## src/rtl/eo_detector.sv

```systemverilog
// Registered even/odd classifier with bit parity and saturating
// per-class sample counters for statistics/CSR readback.
module eo_detector #(
    parameter int WIDTH     = 8,
    parameter int CNT_WIDTH = 16
) (
    input  logic                 clk,
    input  logic                 rst,
    input  logic [WIDTH-1:0]     num,
    input  logic                 in_valid,
    input  logic                 clr_cnt,
    output logic                 y,
    output logic                 odd,
    output logic                 parity,
    output logic                 out_valid,
    output logic [CNT_WIDTH-1:0] even_count,
    output logic [CNT_WIDTH-1:0] odd_count,
    output logic                 even_sat,
    output logic                 odd_sat
);

    localparam logic [CNT_WIDTH-1:0] CNT_MAX = '1;
    localparam logic [CNT_WIDTH-1:0] CNT_ONE = CNT_WIDTH'(1);

    function automatic logic is_even(input logic [WIDTH-1:0] v);
        return ~v[0];
    endfunction

    logic                 y_q, y_d;
    logic                 odd_q, odd_d;
    logic                 parity_q, parity_d;
    logic                 out_valid_q, out_valid_d;
    logic [CNT_WIDTH-1:0] even_count_q, even_count_d;
    logic [CNT_WIDTH-1:0] odd_count_q, odd_count_d;
    logic                 even_sat_q, even_sat_d;
    logic                 odd_sat_q, odd_sat_d;
    logic                 sample_even;

    assign sample_even = is_even(num);

    always_comb begin
        y_d          = y_q;
        odd_d        = odd_q;
        parity_d     = parity_q;
        out_valid_d  = out_valid_q;
        even_count_d = even_count_q;
        odd_count_d  = odd_count_q;
        even_sat_d   = even_sat_q;
        odd_sat_d    = odd_sat_q;

        // num is only looked at when in_valid is high, so X/Z while idle is harmless
        if (in_valid) begin
            y_d         = sample_even;
            odd_d       = ~sample_even;
            parity_d    = ^num;
            out_valid_d = 1'b1;
        end

        if (clr_cnt) begin
            even_count_d = '0;
            odd_count_d  = '0;
            even_sat_d   = 1'b0;
            odd_sat_d    = 1'b0;
        end else if (in_valid) begin
            if (sample_even) begin
                if (even_count_q != CNT_MAX) begin
                    even_count_d = even_count_q + CNT_ONE;
                end
            end else begin
                if (odd_count_q != CNT_MAX) begin
                    odd_count_d = odd_count_q + CNT_ONE;
                end
            end
            even_sat_d = even_sat_q | (even_count_d == CNT_MAX);
            odd_sat_d  = odd_sat_q | (odd_count_d == CNT_MAX);
        end
    end

    always_ff @(posedge clk) begin
        if (rst) begin
            y_q          <= 1'b0;
            odd_q        <= 1'b0;
            parity_q     <= 1'b0;
            out_valid_q  <= 1'b0;
            even_count_q <= '0;
            odd_count_q  <= '0;
            even_sat_q   <= 1'b0;
            odd_sat_q    <= 1'b0;
        end else begin
            y_q          <= y_d;
            odd_q        <= odd_d;
            parity_q     <= parity_d;
            out_valid_q  <= out_valid_d;
            even_count_q <= even_count_d;
            odd_count_q  <= odd_count_d;
            even_sat_q   <= even_sat_d;
            odd_sat_q    <= odd_sat_d;
        end
    end

    assign y          = y_q;
    assign odd        = odd_q;
    assign parity     = parity_q;
    assign out_valid  = out_valid_q;
    assign even_count = even_count_q;
    assign odd_count  = odd_count_q;
    assign even_sat   = even_sat_q;
    assign odd_sat    = odd_sat_q;

endmodule

```

## config.mk

```make
export PLATFORM = sky130hd
export DESIGN_NAME = eo_detector
export DESIGN_NICKNAME = d
export VERILOG_FILES = /design/src/rtl/eo_detector.sv
export SDC_FILE = /design/constraint.sdc
export NUM_CORES = 1
export LEC_CHECK = 0
export CAP_MARGIN = 10
export CORE_MARGIN = 2
export CORE_UTILIZATION = 55
export DETAILED_ROUTE_END_ITERATION = 10
export GPL_TIMING_DRIVEN = 0
export HOLD_SLACK_MARGIN = 0.02
export PLACE_DENSITY = 0.85
export SLEW_MARGIN = 0
export SYNTH_ARGS = -nofsm -noshare
export SYNTH_HDL_FRONTEND = slang
export SYNTH_SLANG_ARGS = --single-unit
```

## constraint.sdc

```tcl
create_clock -name clk -period 5 [get_ports clk]
set_input_delay 1.5 -clock clk [delete_from_list [all_inputs] [get_ports clk]]
set_output_delay 1.5 -clock clk [all_outputs]
set_load 0.02 [all_outputs]
```

==> impl_metrics.toml <==
[global_routing]
grt_max_degree = 11
globalRouteTotalUtil = 0.259
grt_first_pass_wirelength_um = 10200
grt_pass1_vias = 2127
grt_remaining_overflow = 0
antenna_found_initial = 0

[die]
design.portCount = 50
coreArea_um2 = 4260
start_util = 0.563
dieArea_um2 = 4910
die_wd_um = 70.1
fp.dieH_um = 70.1
row_count = 24

[place]
finalWeightedCongestion = 0.924
hpwl_um = 4450
placed_area_um2 = 2950
port-buffer-count = 48

[sta]
totalNegativeSetupSlack_ns = 0
slew-limit-headroom = 0.616
rsz0062_at_grt = "false"
post-route-min-period_ns = 3.07
slew_violations = 0
worst-slew-pin-transition_ns = 0.572
worst_clk_skew_ns = 0.00553
timing_hold_violations_final = 0
final_cycle_utilization_of_the_critical_path = 0.613
maxClockFrequency_ghz = 0.326
hold-worst-slack_ns = 0.453
setup_violations = 0

[yosys]
synth-async-reset-ratio = 0
yosys_register_bits = 38
number_of_flops_mapped_to_enable_cells_by_yosys = 0
post_synth_inst_count = 291
syn-num-nets = 305
netlist.area_leader.share = 0.317
netlist_top_cells_area = "dfxtp_1, xor2_1, nor2_1"
syn-cell-area_um2 = 2400
yosysTopAreaCell = "dfxtp_1"
yosys-top-cells-count = "dfxtp_1, nor2_1, nand3_1"
yosysSeqAreaShare = 0.317
synth_top_flop_cell = "dfxtp_1"
postSynthAreaPerCell_um2 = 8.25
yosys_warnings = 0
yosys.cell_types.count = 56
most_frequent_cell_after_synthesis = "dfxtp_1"

[detailed_routing]
vias = 2372
drt_iter0_drc = 219
routed_wl_um = 6100
routedWlPerCell_um = 15.3
dr.pass1.iters = 4
route.antenna.remaining_nets = 0
via_per_inst = 5.96
route.detailed.drc = 0

[clock_network]
clock_root_cell = "clkbuf_8"
post_cts_buffers = 0
cts.sink_count = 38
insertion_delay_ns = 0.30
ctsResizeCount = 0
ctsLongestPathBuffers = 2
cts-htree-levels = 2
cts_tree = "done"
post_cts_hold_buffer_count = 0
clkTransAtPathRegs_ns = 0.07
cts-buffers-inserted = 5

[layout]
antenna_cells_inserted = 0
syn2layout_area_growth_pct = 25.9
layout.nets = 360
post_route_cells_drive_above_1_share = 0.0867
final_design_area_no_fill_um2 = 3020

[run]
max_cap_violations = 0

[critical_path]
crit_type = "input port to flop"
worst_setup_path_end_kind = "flop"
worst_ep_required_ns = 5.22
cp-start-kind = "input port"
critical_path.max_fanout = 6
arrival_time_of_the_worst_setup_path_ns = 3.29

[hold_path]
hold_path_class = "flop to flop"

[power_and_ir_drop]
p_per_area_nw_per_um2 = 189
cellLeakagePower_uw = 0.00103
peakVddDrop_v = 0.000137

[outcome]
run_status = "completed"
[cell type report]
type | count | area [µm²]
tap | 52 | 65.1
inverter | 5 | 18.8
clock buffer | 7 | 76.3
fill | 378 | 1240
buffer | 21 | 134
sequential | 38 | 761
timing repair buffer | 48 | 480
multi-input combinational | 227 | 1490
[registers in the layout, summed over array words and instances, names as in the netlist]
| name | flops |
|---|---|
| parity | 1 |
| y | 1 |
| odd_sat | 1 |
| even_sat | 1 |
| odd_count | 16 |
| even_count | 16 |
| out_valid | 1 |
| odd | 1 |
[layout by cell type (no fill, tap or decap), drive strengths merged, types with 3 or more instances in the layout]
| master | count |
|---|---|
| a21oi | 13 |
| a311oi | 3 |
| a31oi | 5 |
| and3 | 7 |
| and4 | 7 |
| buf | 9 |
| clkbuf | 19 |
| clkdlybuf4s50 | 48 |
| dfxtp | 38 |
| inv | 5 |
| mux2i | 5 |
| nand2 | 15 |
| nand2b | 4 |
| nand3 | 22 |
| nand4 | 14 |
| nor2 | 37 |
| nor2b | 3 |
| nor3 | 10 |
| nor4 | 8 |
| o211ai | 6 |
| o21a | 3 |
| o21ai | 6 |
| or2 | 4 |
| xnor2 | 15 |
| xor2 | 16 |
[report_power, final]
part           internal (µW)  switching [µW]
clock network           96.0             106
registers                306            3.71
logic                   28.8            31.0
total                    431             141
[metrics by stage]
step	utilization	std cells	power, µW	worst slack (ns)
6_report	0.709	398	572	1.93
5_1_grt	0.709	398	594	1.79
4_1_cts	0.709	398	579	1.93
3_5_place_dp	0.691	391	377	1.62
3_3_place_gp	0.691	391	376	1.64
2_1_floorplan	-	291	351	2.01
[worst paths after layout]
kind	from	to	slack [ns]	cells after the start
worst max-delay path	rst	even_sat	1.93	6
worst min-delay path	odd_sat	odd_sat	0.45	2
worst max register to register	even_count[0]	even_sat	2.53	7
worst min register to register	odd_sat	odd_sat	0.45	2
[worst max-delay path, cell delays in order]
cell             delay (ns)
clkdlybuf4s50_1        0.51
nor2_1                 0.40
o2111ai_1              0.22
nor4_2                 0.26
o2111ai_1              0.21
o31ai_2                0.20
[metal layers]
metal  wire length [µm]  global-route usage  vias up
li1                   -                   -     1165
met1               2800               0.360     1112
met2               2810               0.406       87
met3                404              0.0361        8
met4                 92               0.105        0
met5                  0                   0        -
[cell families (layout without fill, tap and decap cells)]
logic type	count (synthesis)	in the layout	synth area share
xor gates and xnor gates	31	31	0.113
adders and majority gates	2	2	0.0104
and+or+nand+nor	139	139	0.331
muxes	6	6	0.0255
DFF	38	38	0.317
AOI/OAI and AO/OA	49	49	0.140
buffers and inverters	26	81	0.0636
No activity file was read; power rests on OpenSTA's default activity.
